File: src/rtl/iommu_hpm_pkg.sv
// rtl/iommu_hpm_pkg.sv - shared event IDs, tag/entry types and helpers for the HPM event generator
package iommu_hpm_pkg;

    // Event IDs as seen by the HPM counters; strobe bit k-1 carries ID k
    localparam int HPM_EVT_NONE        = 0;
    localparam int HPM_EVT_UNTRANS_REQ = 1;
    localparam int HPM_EVT_TRANS_REQ   = 2;
    localparam int HPM_EVT_ATS_REQ     = 3;
    localparam int HPM_EVT_IOTLB_MISS  = 4;
    localparam int HPM_EVT_DDT_WALK    = 5;
    localparam int HPM_EVT_PDT_WALK    = 6;
    localparam int HPM_EVT_S_PTW       = 7;
    localparam int HPM_EVT_G_PTW       = 8;

    localparam int HPM_EVT_W = 8;
    localparam int HPM_ID_W  = 15;

    typedef struct packed {
        logic [23:0] did;
        logic [19:0] pid;
        logic        pscv;
        logic [15:0] gscid;
        logic        idt;
    } hpm_tag_t;

    typedef struct packed {
        logic [HPM_EVT_W-1:0] pend;
        hpm_tag_t             tag;
    } hpm_evt_entry_t;

    // Event ID of the lowest pending strobe bit, 0 when nothing is pending
    function automatic logic [HPM_ID_W-1:0] hpm_first_id(input logic [HPM_EVT_W-1:0] pend);
        logic [HPM_ID_W-1:0] id;
        id = '0;
        for (int k = HPM_EVT_W - 1; k >= 0; k--) begin
            if (pend[k]) begin
                id = HPM_ID_W'(k + 1);
            end
        end
        return id;
    endfunction

    // Number of strobes set in one event vector
    function automatic logic [3:0] hpm_popcount(input logic [HPM_EVT_W-1:0] v);
        logic [3:0] c;
        c = '0;
        for (int k = 0; k < HPM_EVT_W; k++) begin
            c = c + {3'd0, v[k]};
        end
        return c;
    endfunction

endpackage

File: src/rtl/iommu_hpm_evt_fifo.sv
// rtl/iommu_hpm_evt_fifo.sv - event entry FIFO with in-place head pend-mask clearing
module iommu_hpm_evt_fifo
    import iommu_hpm_pkg::*;
#(
    parameter int DEPTH = 4
) (
    input  logic                 clk_i,
    input  logic                 rst_i,
    input  logic                 push_i,
    input  hpm_evt_entry_t       push_data_i,
    input  logic                 pop_i,
    input  logic                 clr_i,
    input  logic [HPM_EVT_W-1:0] clr_mask_i,
    output hpm_evt_entry_t       head_o,
    output logic                 full_o,
    output logic                 empty_o
);

    localparam int AW = $clog2(DEPTH);

    hpm_evt_entry_t mem_q [DEPTH];
    hpm_evt_entry_t mem_d [DEPTH];
    logic [AW:0]    wr_ptr_q, wr_ptr_d;
    logic [AW:0]    rd_ptr_q, rd_ptr_d;
    logic [AW-1:0]  wr_idx, rd_idx;

    assign wr_idx  = wr_ptr_q[AW-1:0];
    assign rd_idx  = rd_ptr_q[AW-1:0];
    assign full_o  = (wr_idx == rd_idx) && (wr_ptr_q[AW] != rd_ptr_q[AW]);
    assign empty_o = (wr_ptr_q == rd_ptr_q);
    assign head_o  = mem_q[rd_idx];

    // Next storage/pointer state: head bit clear, pop, then tail write (tail may reuse a popped head slot)
    always_comb begin
        mem_d    = mem_q;
        wr_ptr_d = wr_ptr_q;
        rd_ptr_d = rd_ptr_q;
        if (clr_i) begin
            mem_d[rd_idx].pend = mem_q[rd_idx].pend & ~clr_mask_i;
        end
        if (pop_i) begin
            rd_ptr_d = rd_ptr_q + (AW + 1)'(1);
        end
        if (push_i) begin
            mem_d[wr_idx] = push_data_i;
            wr_ptr_d      = wr_ptr_q + (AW + 1)'(1);
        end
    end

    // Storage needs no reset; the pointers alone define which slots are live
    always_ff @(posedge clk_i) begin
        mem_q <= mem_d;
        if (rst_i) begin
            wr_ptr_q <= '0;
            rd_ptr_q <= '0;
        end else begin
            wr_ptr_q <= wr_ptr_d;
            rd_ptr_q <= rd_ptr_d;
        end
    end

endmodule

File: src/rtl/iommu_hpm_evt_gen.sv
// rtl/iommu_hpm_evt_gen.sv - serializes translation event strobes onto the HPM event channel (optional IOMMU_HPM_DROP_CNT_EN)
module iommu_hpm_evt_gen #(
    parameter int DEPTH  = 4,
    parameter int DROP_W = 16
) (
    input  logic              clk_i,
    input  logic              rst_i,
    input  logic [7:0]        evt_i,
    input  logic [23:0]       did_i,
    input  logic [19:0]       pid_i,
    input  logic              pscv_i,
    input  logic [15:0]       gscid_i,
    input  logic              idt_i,
    output logic              evt_valid_o,
    input  logic              evt_ready_i,
    output logic [14:0]       evt_id_o,
    output logic [23:0]       evt_did_o,
    output logic [19:0]       evt_pid_o,
    output logic              evt_pscv_o,
    output logic [15:0]       evt_gscid_o,
    output logic              evt_idt_o,
`ifdef IOMMU_HPM_DROP_CNT_EN
    output logic [DROP_W-1:0] drop_cnt_o,
`endif
    output logic              drop_o
);

    import iommu_hpm_pkg::*;

    hpm_evt_entry_t       head;
    hpm_evt_entry_t       push_data;
    hpm_tag_t             tag_out;
    logic                 full, empty;
    logic [HPM_EVT_W-1:0] sel_onehot;
    logic                 accept, last_bit, pop, clr, evt_nz, push, drop;
    logic                 drop_q, drop_d;

    assign push_data.pend      = evt_i;
    assign push_data.tag.did   = did_i;
    assign push_data.tag.pid   = pid_i;
    assign push_data.tag.pscv  = pscv_i;
    assign push_data.tag.gscid = gscid_i;
    assign push_data.tag.idt   = idt_i;

    iommu_hpm_evt_fifo #(
        .DEPTH (DEPTH)
    ) u_fifo (
        .clk_i       (clk_i),
        .rst_i       (rst_i),
        .push_i      (push),
        .push_data_i (push_data),
        .pop_i       (pop),
        .clr_i       (clr),
        .clr_mask_i  (sel_onehot),
        .head_o      (head),
        .full_o      (full),
        .empty_o     (empty)
    );

    // Lowest pending bit of the head is the presented event; the entry pops with its last bit
    always_comb begin
        sel_onehot = head.pend & (~head.pend + 8'd1);
        accept     = evt_valid_o & evt_ready_i;
        last_bit   = (head.pend & ~sel_onehot) == '0;
        pop        = accept & last_bit;
        clr        = accept & ~last_bit;
        evt_nz     = |evt_i;
        push       = evt_nz & (~full | pop);
        drop       = evt_nz & full & ~pop;
        drop_d     = drop;
    end

    // Output fields come straight from the registered head; zeroed while nothing is buffered
    always_comb begin
        evt_valid_o = ~empty;
        evt_id_o    = '0;
        tag_out     = '0;
        if (!empty) begin
            evt_id_o = hpm_first_id(head.pend);
            tag_out  = head.tag;
        end
        evt_did_o   = tag_out.did;
        evt_pid_o   = tag_out.pid;
        evt_pscv_o  = tag_out.pscv;
        evt_gscid_o = tag_out.gscid;
        evt_idt_o   = tag_out.idt;
    end

    // Drop pulse lags the discarded strobe by one cycle
    always_ff @(posedge clk_i) begin
        if (rst_i) begin
            drop_q <= 1'b0;
        end else begin
            drop_q <= drop_d;
        end
    end

    assign drop_o = drop_q;

`ifdef IOMMU_HPM_DROP_CNT_EN
    logic [DROP_W-1:0] drop_cnt_q, drop_cnt_d;
    logic [DROP_W:0]   drop_sum;

    // Count every discarded strobe, sticking at all-ones instead of wrapping
    always_comb begin
        drop_sum   = {1'b0, drop_cnt_q} + (DROP_W + 1)'(hpm_popcount(evt_i));
        drop_cnt_d = drop_cnt_q;
        if (drop) begin
            drop_cnt_d = drop_sum[DROP_W] ? '1 : drop_sum[DROP_W-1:0];
        end
    end

    // Drop counter register; cleared only by reset
    always_ff @(posedge clk_i) begin
        if (rst_i) begin
            drop_cnt_q <= '0;
        end else begin
            drop_cnt_q <= drop_cnt_d;
        end
    end

    assign drop_cnt_o = drop_cnt_q;
`else
    logic unused_drop_w;
    assign unused_drop_w = (DROP_W > 0);
`endif

endmodule

File: config.mk
export PLATFORM = sky130hd
export DESIGN_NAME = iommu_hpm_evt_gen
export DESIGN_NICKNAME = d
export VERILOG_FILES = /design/src/rtl/iommu_hpm_pkg.sv /design/src/rtl/iommu_hpm_evt_fifo.sv /design/src/rtl/iommu_hpm_evt_gen.sv
export SDC_FILE = /design/constraint.sdc
export NUM_CORES = 1
export LEC_CHECK = 0
export BUFFER_PORTS_ARGS = -buffer_cell sky130_fd_sc_hd__clkbuf_2
export CAP_MARGIN = 30
export CORE_ASPECT_RATIO = 0.8
export CORE_MARGIN = 2
export CORE_UTILIZATION = 60
export DETAILED_ROUTE_END_ITERATION = 8
export HOLD_SLACK_MARGIN = 0.05
export PLACE_DENSITY_LB_ADDON = 0.15
export SLEW_MARGIN = 20
export SYNTH_ARGS = -nofsm -noshare
export SYNTH_HDL_FRONTEND = slang
export SYNTH_SLANG_ARGS = --single-unit
File: constraint.sdc
create_clock -name clk_i -period 13.3 [get_ports clk_i]
set_clock_uncertainty 0.2 [all_clocks]
set_input_delay 1.995 -clock clk_i [delete_from_list [all_inputs] [get_ports clk_i]]
set_output_delay 1.995 -clock clk_i [all_outputs]
set_load 0.03 [all_outputs]
Yosys cells after proc, flatten, opt, wreduce, memory -nomap -nowiden
Index checks and enable logic that the tools add are counted.
- register bits after elaboration: 287
- input port bits: 73
- logic and storage cells: 80
- $add $sub $neg: 3
- $lt $le $gt $ge: 4
- eq/ne operators: 3
- multiplexer cells: 21
- bitwise logic cells: 17
- reduce and logical (&&, ||, !) cells: 5
- operator list (operator ; count):
    bitwise mux 280 bit ; 2
    two-way mux 280 bit ; 2
    demux 70 bit (select 2 bit) ; 2
    two-way mux 70 bit ; 4
    binary-select mux 70 bit (select 2 bit) ; 1
    two-way mux 15 bit ; 8
    two-way mux 62 bit ; 1
    AND 8 bit ; 2
    inverter 8 bit ; 2
    adder 8 x 1 -> 8 bit, second input constant ; 1
    zero test 8 bit ; 1
    OR reduction 8 bit ; 1
    adder 3 x 1 -> 3 bit, second input constant ; 2
    AND 1 bit ; 6
    >= comparator 3 bit, second input constant ; 2
    < comparator 3 x 1 -> 1 bit, second input constant ; 2
    inverter 2 -> 3 bit ; 2
    two-way mux 4 bit ; 1
    inverter 1 bit ; 4
    == test 3 bit ; 1
    logical AND 1 bit ; 3
    == test 2 bit ; 1
    inequality test 1 bit ; 1
    bitwise OR 1 bit ; 1

Depth between registers and ports, before layout
- depth after elaboration: 15
- mapped depth: 9
- depth with buffers taken out: 6

Cells and area by module
Synthesis repeated with hierarchy kept, for this count alone.
- cell total of the unflattened synthesis: 959
- area, all modules: 13840.8 um^2
- modules (own cells, without submodules) (module ; times used ; cells an instance ; area each (um^2) ; seq. area each (um^2)):
    iommu_hpm_evt_fifo ; 1 ; 834 ; 13045.0 ; 8207.9
    iommu_hpm_evt_gen ; 1 ; 125 ; 795.8 ; 20.0

Worst setup path before layout
Ideal clock, no wire load.
- path type: input port to flip-flop
- start point: in evt_ready_i
- end point: reg u_fifo.mem_q[100] in the netlist's numbering, enable pin
- data arrival time: 4794 ps
- data required time: 12653 ps
- slack: 7858 ps
- cell stages on the path: 5
- path buffers: 1
- path through: inv_1 > a31oi_1 > o21ai_2 > a21oi_4 > clkbuf_1
- longest elaborated chain between the ends: 5
- elaborated cells on any way between the ends: 8
- classes of those cells: mux (3); bitwise (5)
- ends and longest elaborated chain (element ; line ; source):
    start, declared ; iommu_hpm_evt_gen.sv:15 ; input logic evt_ready_i,
    AND 1 bit (*) ; iommu_hpm_evt_gen.sv:63 ; accept = evt_valid_o & evt_ready_i;
    AND 1 bit, on equally long branches ; iommu_hpm_evt_gen.sv:66, iommu_hpm_evt_gen.sv:65 ;
    two-way mux 280 bit or bitwise OR 1 bit (tied branches) ; iommu_hpm_evt_fifo.sv:38, iommu_hpm_evt_gen.sv:68 ;
    bitwise mux 280 bit or AND 1 bit (tied branches) ; iommu_hpm_evt_fifo.sv:45, iommu_hpm_evt_gen.sv:68 ;
    two-way mux 280 bit (*) ; iommu_hpm_evt_fifo.sv:44 ; if (push_i) begin
    end signal, assigned ; iommu_hpm_evt_fifo.sv:52 ; mem_q <= mem_d;
    end, declared ; iommu_hpm_evt_fifo.sv:21 ; hpm_evt_entry_t mem_q [DEPTH];
Mark *: on every way between the ends. The rest lies on a longest branch, timed or not.
A chain may end at the register's enable or synchronous reset.

Worst setup path in the final report
- start point: reg u_fifo.rd_ptr_q[1]
- end point: out evt_id_o[3]
- longest elaborated chain between the ends: 13
- elaborated cells on any way between the ends: 14
- classes of those cells: eq/ne (1); mux (12); bitwise (1)
- ends and longest elaborated chain (element ; line ; source):
    start, declared ; iommu_hpm_evt_fifo.sv:24 ; logic [AW:0] rd_ptr_q, rd_ptr_d;
    start signal, assigned ; iommu_hpm_evt_fifo.sv:58 ; rd_ptr_q <= rd_ptr_d;
    inverter 2 -> 3 bit (implied by the code) ; iommu_hpm_evt_fifo.sv:31 ; assign head_o = mem_q[rd_idx];
    binary-select mux 70 bit (select 2 bit) ; iommu_hpm_evt_fifo.sv:31 ;
    two-way mux 70 bit (implied by the code) (2 in a row) ; iommu_hpm_evt_fifo.sv:31 ;
    two-way mux 4 bit ; iommu_hpm_pkg.sv:36 ; if (pend[k]) begin
    two-way mux 15 bit (7 in a row) ; iommu_hpm_pkg.sv:36 ;
    two-way mux 15 bit (*) ; iommu_hpm_evt_gen.sv:78 ; if (!empty) begin
    end, declared ; iommu_hpm_evt_gen.sv:16 ; output logic [14:0] evt_id_o,
Mark *: on every way between the ends. The rest lies on a longest branch, timed or not. The select of a mux whose other input is x is not followed.

==> flow_summary.toml <==
[synthesis]
synthesis.area_mm2 = 0.01341
yosysTopAreaCell = "edfxtp_1"
synth_edf_count = 248
async_flop_share_pct = 0
syn_inst = 897
yosys_warnings = 0
yosysUniqueCellTypes = 43
synth_seq_cells = 287
yosysSeqAreaShare_pct = 61.37
synth.top_cell.area_share_pct = 55.54
yosys.cell_count.top_type = "and2_1"
synthTopCellsByCount = "and2_1, edfxtp_1, mux4_2, nor2b_1"
yosys-top-cells-area = "edfxtp_1, mux4_2, and2_1"
ys.flop_type = "edfxtp_1"
synth_area_per_cell_um2 = 14.95

[setup_path]
max_stage_delay_ps = 670
path_depth = 6
end_kind = "primary output"
worstPathArrival_ps = 3720
cp.required_ps = 11100
crit_type = "flop to primary output"
critical_path.slowest_cell = "dfxtp_4"
path_delay_family = "simple AND/OR/NAND/NOR gates"
path_cells = "buf_4 -> mux4_2 -> or3_1 -> or2_1 -> nor4_1 -> clkbuf_2"
cp_num_buf_inv = 2
worstPathMaxFanout = 42
reg2reg_depth = 8
start_kind = "flop"

[clock_network]
postCtsSetupBuffers = 0
clock_latency_ps = 540
clk_pin_slew_ps = 70
clock_path_buffers = 3
cts_hold_buf = 0
root_buffer = "clkbuf_16"
cts_tree = "built"
numCtsBuffers = 29
clock-sinks = 287
ctsResizeCount = 0
cts-htree-levels = 1

[timing]
max-slew-margin-rel_pct = 36.21
fin_crit_sh_pct = 44.48
clock.fmax_mhz = 169.0
rsz0062_at_grt = "false"
slew_viol_final = 0
min_period_ps = 5916
hold_viol_final = 0
worst_pin_slew_ps = 949.5
fin_setup_tns_ps = 0
setup_viol = 0
hold-worst-slack_ps = 340.5

[cells_and_area]
num_antenna_cells = 0
utilization_pct = 70.55
final_nets = 1111
regArea_mm2 = 0.008235
multi_input_area_mm2 = 0.004855
area_growth_syn_to_layout_pct = 14.39
n_fill_cell = 1523
layout-drive-gt1-share_pct = 30.45

[global_route]
grt_overflow = 0
first_global_vias = 7355
grt_pass1_wl_um = 38580
antenna_found_initial = 0
grt_util_all_layers_pct = 21.17
grt_start_max_net_pins = 83

[worst_hold_path]
min_path_type = "flop to flop"
whs_path_depth = 2

[routing]
wire_per_inst_um = 17.85
drtAntennaViolNets = 0
dr.first_iter.drc_count = 611
viasPerCell = 5.397
drcViolationCount = 0
drt-total-wl_um = 24120
first_pass_iters = 5
vias = 7292

[job]
maxCapViolCount = 0

[floorplanning]
ios = 152
core_mm2 = 0.02174
initial_core_util_pct = 61.67
rows = 48
fp.dieArea_mm2 = 0.02357
fp.dieH_um = 137.7
die_w_um = 171.1

[placed_design]
place_congestion = 0.8051
dpl.hpwl_um = 14480
port_buffers = 140

[pwr]
irDropWorstVdd_mv = 0.1016
powerDensity_mw_per_mm2 = 174.5
p_leak_uw = 0.005625

[run_status]
outcome = "complete, no violations"
==> stage by stage <==
| step | total power [uW] | instance area [um^2] | setup slack (ps) | cells |
|---|---|---|---|---|
| 2_1_floorplan | 1723 | 13450 | 7858 | 907 |
| 3_3_place_gp | 1872 | 14340 | 7862 | 1297 |
| 3_5_place_dp | 1892 | 14390 | 7860 | 1299 |
| 4_1_cts | 2703 | 15340 | 7282 | 1351 |
| 5_1_grt | 2802 | 15340 | 7139 | 1351 |
| 6_report | 2677 | 15340 | 7384 | 1351 |
==> flip-flops by register name (all words and copies together) (netlist names) <==
signal / cells
drop_o: 1
u_fifo.mem_q: 280
u_fifo.rd_ptr_q: 3
u_fifo.wr_ptr_q: 3
==> cell families (layout without fill, tap and decap cells) <==
group | count (synthesis) | count (layout) | share of synthesized area (%)
compound gates | 28 | 28 | 1.950
xor+xnor | 5 | 5 | 0.3266
fa+ha+maj | 9 | 9 | 0.8212
buf+inv | 81 | 225 | 2.716
flops | 287 | 287 | 61.37
mux | 126 | 126 | 16.44
other cells | 1 | 11 | 0.02797
simple gates | 360 | 360 | 16.35
==> tightest hold or removal path, cell delays in order (launching register included) <==
cell     delay [ps]
dfxtp_1         360
xor2_1           80
nor2_1           70
==> worst paths after layout <==
check	start	end	slack, ps
max	u_fifo.rd_ptr_q[1]	evt_id_o[3]	7380
min	u_fifo.rd_ptr_q[2]	u_fifo.rd_ptr_q[2]	340
max reg2reg	u_fifo.rd_ptr_q[1]	u_fifo.mem_q[116]	8020
min reg2reg	u_fifo.rd_ptr_q[2]	u_fifo.rd_ptr_q[2]	340
==> power by group <==
part           switching (uW)  internal [uW]  leakage, uW
Sequential               54.4           1160      0.00270
Combinational             380            275      0.00247
Clock                     330            476     0.000450
Total                     764           1910      0.00563
==> routing by layer <==
layer  global-route usage [%]  share of wire, %  vias up
met4                    5.320               2.1        0
met1                    30.37                45     3545
met5                        0                 0        -
met2                    34.03                47      208
met3                    3.878               6.2       39
li1                         -                 -     3500
==> layout make-up <==
class / instances / area share, %
flip-flops and latches: 287 / 53.70
multi-input cells: 539 / 31.65
well taps: 300 / 2.447
clock inverters: 21 / 1.395
clock buffers: 31 / 4.781
repair buffers: 156 / 5.613
inverters: 17 / 0.4161
==> cells in the final DEF, fill, tap and decap left out, types with 3 or more instances in the layout <==
master / synthesis / final
nor4_1: 3 / 3
xnor2_1: 4 / 4
inv_1: 17 / 17
nor2b_1: 67 / 67
clkinv_1: 0 / 6
clkbuf_16: 0 / 29
clkbuf_2: 0 / 140
mux2_2: 38 / 38
nor3_1: 6 / 6
mux2_1: 16 / 16
bufinv_16: 0 / 4
edfxtp_1: 248 / 248
nand2_1: 14 / 14
and2_1: 249 / 249
conb_1: 1 / 11
o21ai_0: 4 / 4
clkinvlp_4: 0 / 5
buf_4: 15 / 14
a21oi_4: 4 / 4
ha_1: 8 / 8
mux4_2: 70 / 70
o21a_1: 4 / 4
clkinv_2: 0 / 5
dfxtp_1: 39 / 37
o2bb2ai_1: 4 / 4
nor2_1: 10 / 10
Note: power is estimated with default switching activity, not from simulation.
